[config.mk]
export PLATFORM = sky130hd
export DESIGN_NAME = wb_writer
export DESIGN_NICKNAME = d
export VERILOG_FILES = /design/src/rtl/wb_writer_pkg.sv /design/src/rtl/wb_fifo.sv /design/src/rtl/wb_writer.sv
export SDC_FILE = /design/constraint.sdc
export NUM_CORES = 1
export LEC_CHECK = 0
export BUFFER_PORTS_ARGS = -buffer_cell sky130_fd_sc_hd__buf_2
export CORE_UTILIZATION = 45
export CTS_BUF_LIST = sky130_fd_sc_hd__clkbuf_2
export CTS_CLUSTER_DIAMETER = 150
export DETAILED_ROUTE_END_ITERATION = 10
export GPL_TIMING_DRIVEN = 0
export MAX_ROUTING_LAYER = met4
export PLACE_DENSITY_LB_ADDON = 0.12
export SETUP_SLACK_MARGIN = 0.1
export SLEW_MARGIN = 20
export SYNTH_ARGS = -nofsm -noshare
export SYNTH_HDL_FRONTEND = slang
export SYNTH_HIERARCHICAL = 1
export SYNTH_SLANG_ARGS = --single-unit
[constraint.sdc]
create_clock -name clk -period 7.3 [get_ports clk]
set_input_delay 1.095 -clock clk [delete_from_list [all_inputs] [get_ports clk]]
set_output_delay 1.095 -clock clk [all_outputs]
set_load 0.01 [all_outputs]
[src/rtl/wb_writer_pkg.sv]
// Shared constants and types for the register-file write-back initiator.
// Optional feature macro: WB_RETIRE_CNT_EN (see wb_writer).
package wb_writer_pkg;

    localparam int REG_BUS       = 32;
    localparam int REG_NUM_LOG2  = 5;
    localparam int WB_FIFO_DEPTH = 2;

    localparam logic [REG_BUS-1:0] ZERO_WORD = '0;

    typedef enum logic [1:0] {
        SRC_NONE,
        SRC_ALU,
        SRC_FIFO,
        SRC_BYPASS
    } wb_src_e;

endpackage

[src/rtl/wb_fifo.sv]
// Load FIFO for wb_writer: per-entry live bits, address kill and address match.
// A killed entry keeps its slot until it is popped.
module wb_fifo
    import wb_writer_pkg::*;
#(
    parameter int DATA_W = REG_BUS,
    parameter int ADDR_W = REG_NUM_LOG2,
    parameter int DEPTH  = WB_FIFO_DEPTH
) (
    input  logic              clk,
    input  logic              rst,
    input  logic              push_i,
    input  logic              push_live_i,
    input  logic [ADDR_W-1:0] push_addr_i,
    input  logic [DATA_W-1:0] push_data_i,
    input  logic              pop_i,
    input  logic              kill_i,
    input  logic [ADDR_W-1:0] kill_addr_i,
    input  logic [ADDR_W-1:0] q_addr_i,
    output logic              q_busy_o,
    output logic              head_live_o,
    output logic [ADDR_W-1:0] head_addr_o,
    output logic [DATA_W-1:0] head_data_o,
    output logic              full_o,
    output logic              empty_o
);

    localparam int PW = $clog2(DEPTH);

    logic [PW:0]       wrPtr_q, wrPtr_d;
    logic [PW:0]       rdPtr_q, rdPtr_d;
    logic [DEPTH-1:0]  live_q, live_d;
    logic [ADDR_W-1:0] addrMem_q [DEPTH];
    logic [DATA_W-1:0] dataMem_q [DEPTH];
    logic              busy;

    assign empty_o     = (wrPtr_q == rdPtr_q);
    assign full_o      = (wrPtr_q[PW] != rdPtr_q[PW]) &&
                         (wrPtr_q[PW-1:0] == rdPtr_q[PW-1:0]);
    assign head_live_o = live_q[rdPtr_q[PW-1:0]];
    assign head_addr_o = addrMem_q[rdPtr_q[PW-1:0]];
    assign head_data_o = dataMem_q[rdPtr_q[PW-1:0]];

    // Kill first, then pop, then push: a push always sets its own live bit.
    always_comb begin
        live_d  = live_q;
        wrPtr_d = wrPtr_q;
        rdPtr_d = rdPtr_q;
        for (int i = 0; i < DEPTH; i++) begin
            if (kill_i && live_q[i] && (addrMem_q[i] == kill_addr_i)) begin
                live_d[i] = 1'b0;
            end
        end
        if (pop_i) begin
            live_d[rdPtr_q[PW-1:0]] = 1'b0;
            rdPtr_d                 = rdPtr_q + 1'b1;
        end
        if (push_i) begin
            live_d[wrPtr_q[PW-1:0]] = push_live_i;
            wrPtr_d                 = wrPtr_q + 1'b1;
        end
    end

    always_ff @(posedge clk or negedge rst) begin
        if (!rst) begin
            wrPtr_q <= '0;
            rdPtr_q <= '0;
            live_q  <= '0;
        end else begin
            wrPtr_q <= wrPtr_d;
            rdPtr_q <= rdPtr_d;
            live_q  <= live_d;
        end
    end

    always_ff @(posedge clk) begin
        if (push_i) begin
            addrMem_q[wrPtr_q[PW-1:0]] <= push_addr_i;
            dataMem_q[wrPtr_q[PW-1:0]] <= push_data_i;
        end
    end

    always_comb begin
        busy = 1'b0;
        for (int i = 0; i < DEPTH; i++) begin
            if (live_q[i] && (addrMem_q[i] == q_addr_i)) begin
                busy = 1'b1;
            end
        end
    end

    assign q_busy_o = busy && (q_addr_i != '0);

endmodule

[src/rtl/wb_writer.sv]
// Write-back initiator: merges ALU results (priority) with queued load results.
// Define WB_RETIRE_CNT_EN to add the retire_cnt output (count of cycles with we=1).
module wb_writer
    import wb_writer_pkg::*;
#(
    parameter int DATA_W = REG_BUS,
    parameter int ADDR_W = REG_NUM_LOG2,
    parameter int DEPTH  = WB_FIFO_DEPTH
) (
    input  logic              clk,
    input  logic              rst,
    input  logic              alu_we,
    input  logic [ADDR_W-1:0] alu_waddr,
    input  logic [DATA_W-1:0] alu_wdata,
    input  logic              ld_valid,
    output logic              ld_ready,
    input  logic [ADDR_W-1:0] ld_waddr,
    input  logic [DATA_W-1:0] ld_wdata,
    output logic              we,
    output logic [ADDR_W-1:0] waddr,
    output logic [DATA_W-1:0] wdata,
    input  logic [ADDR_W-1:0] q_addr,
    output logic              q_busy
`ifdef WB_RETIRE_CNT_EN
   ,output logic [31:0]       retire_cnt
`endif
);

    logic              aluReq, ldAccept, ldNonZero;
    logic              fifoPush, fifoPop, pushLive, fifoFull, fifoEmpty;
    logic              headLive;
    logic [ADDR_W-1:0] headAddr;
    logic [DATA_W-1:0] headData;
    wb_src_e           src;

    logic              we_q, we_d;
    logic [ADDR_W-1:0] waddr_q, waddr_d;
    logic [DATA_W-1:0] wdata_q, wdata_d;

    assign aluReq    = alu_we && (alu_waddr != '0);
    assign ld_ready  = rst && !fifoFull;
    assign ldAccept  = ld_valid && ld_ready;
    assign ldNonZero = (ld_waddr != '0);

    always_comb begin
        src = SRC_NONE;
        if (aluReq) begin
            src = SRC_ALU;
        end else if (!fifoEmpty) begin
            src = SRC_FIFO;
        end else if (ldAccept && ldNonZero) begin
            src = SRC_BYPASS;
        end
    end

    // Loads are older than any same-cycle ALU write, so a matching load enters dead.
    assign fifoPop  = (src == SRC_FIFO);
    assign fifoPush = ldAccept && ldNonZero && (src != SRC_BYPASS);
    assign pushLive = !(aluReq && (ld_waddr == alu_waddr));

    wb_fifo #(
        .DATA_W (DATA_W),
        .ADDR_W (ADDR_W),
        .DEPTH  (DEPTH)
    ) u_fifo (
        .clk         (clk),
        .rst         (rst),
        .push_i      (fifoPush),
        .push_live_i (pushLive),
        .push_addr_i (ld_waddr),
        .push_data_i (ld_wdata),
        .pop_i       (fifoPop),
        .kill_i      (aluReq),
        .kill_addr_i (alu_waddr),
        .q_addr_i    (q_addr),
        .q_busy_o    (q_busy),
        .head_live_o (headLive),
        .head_addr_o (headAddr),
        .head_data_o (headData),
        .full_o      (fifoFull),
        .empty_o     (fifoEmpty)
    );

    always_comb begin
        we_d    = 1'b0;
        waddr_d = waddr_q;
        wdata_d = wdata_q;
        case (src)
            SRC_ALU: begin
                we_d    = 1'b1;
                waddr_d = alu_waddr;
                wdata_d = alu_wdata;
            end
            SRC_FIFO: begin
                if (headLive) begin
                    we_d    = 1'b1;
                    waddr_d = headAddr;
                    wdata_d = headData;
                end
            end
            SRC_BYPASS: begin
                we_d    = 1'b1;
                waddr_d = ld_waddr;
                wdata_d = ld_wdata;
            end
            default: ;
        endcase
    end

    always_ff @(posedge clk or negedge rst) begin
        if (!rst) begin
            we_q    <= 1'b0;
            waddr_q <= '0;
            wdata_q <= DATA_W'(ZERO_WORD);
        end else begin
            we_q    <= we_d;
            waddr_q <= waddr_d;
            wdata_q <= wdata_d;
        end
    end

    assign we    = we_q;
    assign waddr = waddr_q;
    assign wdata = wdata_q;

`ifdef WB_RETIRE_CNT_EN
    logic [31:0] retireCnt_q;

    always_ff @(posedge clk or negedge rst) begin
        if (!rst) begin
            retireCnt_q <= '0;
        end else begin
            retireCnt_q <= retireCnt_q + 32'(we_q);
        end
    end

    assign retire_cnt = retireCnt_q;
`endif

endmodule

; ---- Word-level counts from Yosys, hierarchy flattened
; Memories as Yosys holds them, arrays and structs flattened.
; Index checks and enable logic that the tools add are counted.
[classes]
add_sub_neg = 2
n_mul = 0
div_mod_pow = 0
magnitude_cmp = 4
n_eq_ne = 13
shift = 0
mux = 24
bitwise_logic = 2
n_reduce_logical = 24
[ops]
columns = op, n
row1 = 32-bit one-hot mux with 3 select lines, 1
row2 = 32-bit 2-to-1 mux, 1
row3 = 5-bit equality test, 5
row4 = 1-bit logical AND, 16
row5 = 5-bit one-hot mux with 3 select lines, 1
row6 = 5-bit nonzero test, 3
row7 = 1-bit 2-to-1 mux, 11
row8 = 2-bit 2-to-1 mux, 5
row9 = 5-bit 2-to-1 mux, 1
row10 = "2-bit by 1-bit adder with 2-bit output, second input constant", 2
row11 = "2-bit equality test, second input constant", 2
row12 = "1-bit by 2-bit less-than comparator with 1-bit output, second input constant", 2
row13 = 3-bit nonzero test, 1
row14 = 2-bit bitwise AND, 1
row15 = 2-bit bitwise mux, 1
row16 = 1-bit demux with 1-bit select, 2
row17 = "2-bit by 1-bit equality test with 1-bit output, second input constant", 1
row18 = 2-bit equality test, 1
row19 = "1-bit >= comparator, second input constant", 2
row20 = 1-bit logical NOT, 2
row21 = "2-bit by 1-bit != test with 1-bit output, second input constant", 1
row22 = "2-bit != test, second input constant", 1
row23 = 2-bit NOT, 1
row24 = 1-bit one-hot mux with 2 select lines, 1
row25 = 4 further kinds, 4
[word_totals]
register_bits = 44
latch_bits = 0
ramBits = 74
rom_bits = 0
inputBits = 83
out_inout_bits = 40
wordCells = 77
memories = 2
[memory_table]
columns = name, depth, word_bits, rd, rd_clocked_by_memory_dff, write_ports, line
row1 = u_fifo.dataMem_q, 2, 32, 1, 0, 1, wb_fifo.sv:34  ; logic [DATA_W-1:0] dataMem_q [DEPTH];
row2 = u_fifo.addrMem_q, 2, 5, 3, 0, 1, wb_fifo.sv:33  ; logic [ADDR_W-1:0] addrMem_q [DEPTH];

; ---- Logic depth before layout (Yosys ltp)
[logic_depth]
word_depth = 13
mapped_depth = 12
ltp_nobuf = 9

; ---- Modules after synthesis
; Netlist, hierarchy kept.
[by_module_without_submodules]
columns = mod, instances, cells_each, area_per_inst_um2, seq_area_each_um2
row1 = wb_fifo, 1, 172, 3188.1, 2372.3
row2 = wb_writer, 1, 300, 2546.2, 950.9

; ---- Worst setup path before layout
; OpenSTA, ideal clock, no wires.
[synth_timing]
path_kind = input-to-reg
start = input port ld_valid
end = register u_fifo.live_q[1]
setup_time_ns = 0.088
t_arrival_ns = 3.342
required_ns = 7.212
setup_slack_ns = 3.870
stages = 8
path_buffers = 1
path_cell_list = and3b_1 -> clkbuf_1 -> o21ai_0 -> a21oi_1 -> nand2_1 -> inv_1 -> a21oi_1 -> a41oi_1
[synth_between]
elab_cells_between_ends = 11
classes_between = eq/ne (2) / mux (6) / reduce/logical (3)
[synth_lines]
columns = item, line
row1 = start: declaration, wb_writer.sv:15  ; input logic ld_valid,
row2 = 1-bit logical AND *, wb_writer.sv:42  ; assign ldAccept = ld_valid && ld_ready;
row3 = 1-bit logical AND *, "wb_writer.sv:51, wb_writer.sv:58"
row4 = 2-bit 2-to-1 mux, wb_writer.sv:51  ; end else if (ldAccept && ldNonZero) begin
row5 = 2-bit 2-to-1 mux, wb_writer.sv:49  ; end else if (!fifoEmpty) begin
row6 = 2-bit 2-to-1 mux, wb_writer.sv:47  ; if (aluReq) begin
row7 = 2-bit != test, wb_writer.sv:58  ; assign fifoPush = ldAccept && ldNonZero && (src != SRC_BYPASS);
row8 = 1-bit logical AND *, wb_writer.sv:58
row9 = via fifoPush, wb_writer.sv:30  ; logic fifoPush, fifoPop, pushLive, fifoFull, fifoEmpty;
row10 = 2-bit 2-to-1 mux *, wb_fifo.sv:58  ; if (push_i) begin
row11 = via u_fifo.live_d[1], wb_fifo.sv:32  ; logic [DEPTH-1:0] live_q, live_d;
row12 = end signal: assignment, wb_fifo.sv:72  ; live_q <= live_d;
row13 = end: declaration, wb_fifo.sv:32
; Mark *: on every way through the listed nets, which the timed path passes. The rest lies on a longest branch.
; A chain may end at the register's enable or synchronous reset.

; ---- Worst setup path in the final report
[layout_timing]
start = register u_fifo.rdPtr_q[0]
end = register u_fifo.live_q[1]
[layout_between]
elab_cells_between_ends = 23
classes_between = order compare (2) / eq/ne (4) / mux (8) / bitwise (2) / reduce/logical (7)
[layout_lines]
columns = item, line
row1 = start: declaration, wb_fifo.sv:31  ; logic [PW:0] rdPtr_q, rdPtr_d;
row2 = start signal: assignment, wb_fifo.sv:71  ; rdPtr_q <= rdPtr_d;
row3 = 1-bit equality test *, wb_fifo.sv:39  ; (wrPtr_q[PW-1:0] == rdPtr_q[PW-1:0]);
row4 = 1-bit logical AND *, wb_fifo.sv:38  ; assign full_o = (wrPtr_q[PW] != rdPtr_q[PW]) &&
row5 = via fifoFull, wb_writer.sv:30
row6 = 1-bit logical NOT *, wb_writer.sv:41  ; assign ld_ready = rst && !fifoFull;
row7 = 1-bit logical AND *, wb_writer.sv:41
row8 = 1-bit logical AND *, wb_writer.sv:42
row9 = 1-bit logical AND *, "wb_writer.sv:51, wb_writer.sv:58"
row10 = 2-bit 2-to-1 mux, wb_writer.sv:51
row11 = 2-bit 2-to-1 mux, wb_writer.sv:49
row12 = 2-bit 2-to-1 mux, wb_writer.sv:47
row13 = 2-bit != test, wb_writer.sv:58
row14 = 1-bit logical AND *, wb_writer.sv:58
row15 = via fifoPush, wb_writer.sv:30
row16 = 2-bit 2-to-1 mux *, wb_fifo.sv:58
row17 = via u_fifo.live_d[1], wb_fifo.sv:32
; Marks and branches as above.

==> qor.csv <==
metric;value;unit
initial_core_util;0.470;
rows;40;
p_leak;0.00267;µW
ys_types;43;
setup_viol;0;
tns;0;ns
final_common_cell;buf_2;
crit_type;reg -> reg;
cts-root-buf;clkbuf_2;
drive_above_1_share;0.344;
worstPathArrival;4.56;ns
cts_sinks;118;
die_area;13200;µm²
grt_usage;0.250;
worst_clock_skew;0.0238;ns
cts_made_buffers;17;
place_congestion;0.873;
synth_edf_count;74;
rsz0062_at_grt;false;
cts_tree;built;
antenna_found_initial;1;
dpl-instance-area;6600;µm²
numPortBuffers;122;
powerDensity;358;nW/µm²
final-hold-violation-count;0;
r2r_start;u_fifo/rdPtr_q[0]$_DFFE_PN0P_;
die_x;115;µm
worstPathMaxFanout;22;
synth.avg_cell_area;12.1;µm²
vias_per_cell;5.51;
slew_headroom;0.494;
synth-seq-cells;118;
clkTransAtPathRegs;0.17;ns
die_height;115;µm
period_share;0.541;
clockBufferDepth;2;
cap_violations;0;
peakVddDrop;0.172;mV
yosysWarnings;6;
clk-insertion-delay-late;0.68;ns
drc;0;
outcome;completed;
dp_hpwl;10.4;mm
grt_pass1_vias;4364;
r2r_slack;3.35;ns
grt_first_pass_wirelength;23.6;mm
synth_flop_cell;edfxtp_1;
cpMaxStageDelayCell;clkbuf_1;
seq_area_frac_synth;0.580;
cp-endpoint;u_fifo/live_q[1]$_DFF_PN0_;
wirelength;14.9;mm
r2r_cells;13;
post_cts_buffers;0;
final_cell_mix;buf_2 (133), edfxtp_1 (74), nor3_1 (57), dfrtp_1 (44), mux2_2 (38);
slowest_delay;0.53;ns
min_path_type;in -> async;
synthesis.nets;555;
crit_chain;buf_2 > buf_2 > xor2_1 > nor2b_1 > and3b_1 > clkbuf_1 > o21ai_0 > a21oi_1 > nand2_1 > inv_2 > buf_12 > a21oi_1 > a41oi_1;
fin_nets;698;
synthArstFlopShare;0.373;
vias;4394;
first_iter_violations;394;
max_freq;0.253;GHz
fin_crit;3.95;ns
r2r_end;u_fifo/live_q[1]$_DFF_PN0_;
htreeDepth;4;
worst_pin_slew;0.750;ns
io-pin-count;123;
synth_area_leader_cell;edfxtp_1;
synth_area;5730;µm²
first_pass_iters;5;
utilization;0.556;
crit_path_end_kind;register;
grt_start_max_net_pins;48;
coreArea;12200;µm²
hold_buffers;0;
overflow;0;
post_cts_resized;0;
yosysTopAreaCellShare;0.388;
cp-start-kind;register;
crit_required;7.91;ns
drtAntennaViolNets;0;
drv_slew;0;
wire_per_inst;18.6;µm
syn_to_final_growth;18.4;%
crit_start;u_fifo/rdPtr_q[0]$_DFFE_PN0P_;
fin_area;6790;µm²
synthTopCellsByArea;edfxtp_1 (39%), dfrtp_1 (19%), mux2_2 (7.5%);
synth_cells;472;
## state kept, by name, indices dropped and copies added (netlist names)
signal and cells:
u_fifo/wrPtr_q 2, u_fifo/live_q 2, waddr 5, wdata 32, u_fifo/rdPtr_q 2, we 1, u_fifo/dataMem_q 64, u_fifo/addrMem_q 10
## worst min path at each step
stage | from | end | depth (start not counted)
final | rst | wdata[18]$_DFFE_PN0P_ | 1
after CTS | u_fifo/wrPtr_q[1]$_DFFE_PN0P_ | u_fifo/wrPtr_q[1]$_DFFE_PN0P_ | 1
after global routing | rst | u_fifo/rdPtr_q[1]$_DFFE_PN0P_ | 1
after global placement | wdata[0]$_DFFE_PN0P_ | wdata[0]$_DFFE_PN0P_ | 1
after detailed placement | wdata[9]$_DFFE_PN0P_ | wdata[9]$_DFFE_PN0P_ | 1
after floorplan | u_fifo/rdPtr_q[1]$_DFFE_PN0P_ | u_fifo/rdPtr_q[1]$_DFFE_PN0P_ | 1
## layout make-up
type	instances	area (µm²)
diodes	1	2.50
plain buffers	37	176
clock buffers	20	100
clock inverters	12	87.6
fillers	1175	5420
inverters	7	26.3
multi-input cells	310	2210
flip-flops and latches	118	3320
well taps	168	210
repair buffers	124	653
## metal layers
| layer | vias to the layer above | track usage | part of all wire |
|---|---|---|---|
| li1 | 2083 | - | - |
| met1 | 2118 | 0.322 | 0.44 |
| met2 | 170 | 0.394 | 0.49 |
| met3 | 23 | 0.0569 | 0.061 |
| met4 | 0 | 0.0797 | 0.017 |
| met5 | - | - | 0 |
## power by group
part,total [µW],switching [µW],internal [µW]
sequential,1000,89.3,912
combinational,1070,615,457
clock,359,239,120
total,2430,943,1490
## Yosys cell counts, types with 3 or more instances
library cell and count:
clkbuf_1 21, nor4_1 3, mux2_2 38, nand2b_1 8, a2bb2oi_1 5, and2_1 28, o32ai_1 4, nor4b_1 5
nor2_1 36, xnor2_1 8, o221ai_1 5, buf_6 3, o32a_1 28, buf_2 12, nor3_1 57, nor2b_1 3
a211oi_1 4, nand3_1 30, inv_1 6, edfxtp_1 74, a21oi_1 4, dfrtp_1 44, xor2_1 23
## stage by stage
stage               setup slack (ns)  hold WS [ns]  total power (µW)  std cells
detailed placement              2.39         0.482              2090        764
finish                          3.35         0.411              2430        797
floorplan                       3.87         0.464              1710        472
global route                    3.00         0.414              2590        797
CTS                             3.14         0.513              2450        796
global placement                1.70         0.476              2070        762
## worst max-delay path: cells and delay by family (launching register included)
family | cells | cell delay (ns)
AO/OA/AOI/OAI | 4 | 1.07
flip-flops | 1 | 0.35
XOR/XNOR | 1 | 0.22
AND/OR/NAND/NOR | 3 | 0.64
buffers and inverters | 5 | 1.58
## kinds of logic (layout without fill, tap and decap cells)
group	after synthesis	in the layout	share of synthesized area
mux	38	38	0.0746
compound gates	57	57	0.0914
simple gates	184	184	0.172
flops	118	118	0.580
xor+xnor	31	31	0.0473
other cells	0	1	0
buf+inv	44	200	0.0353
No activity file was read; power rests on OpenSTA's default activity.
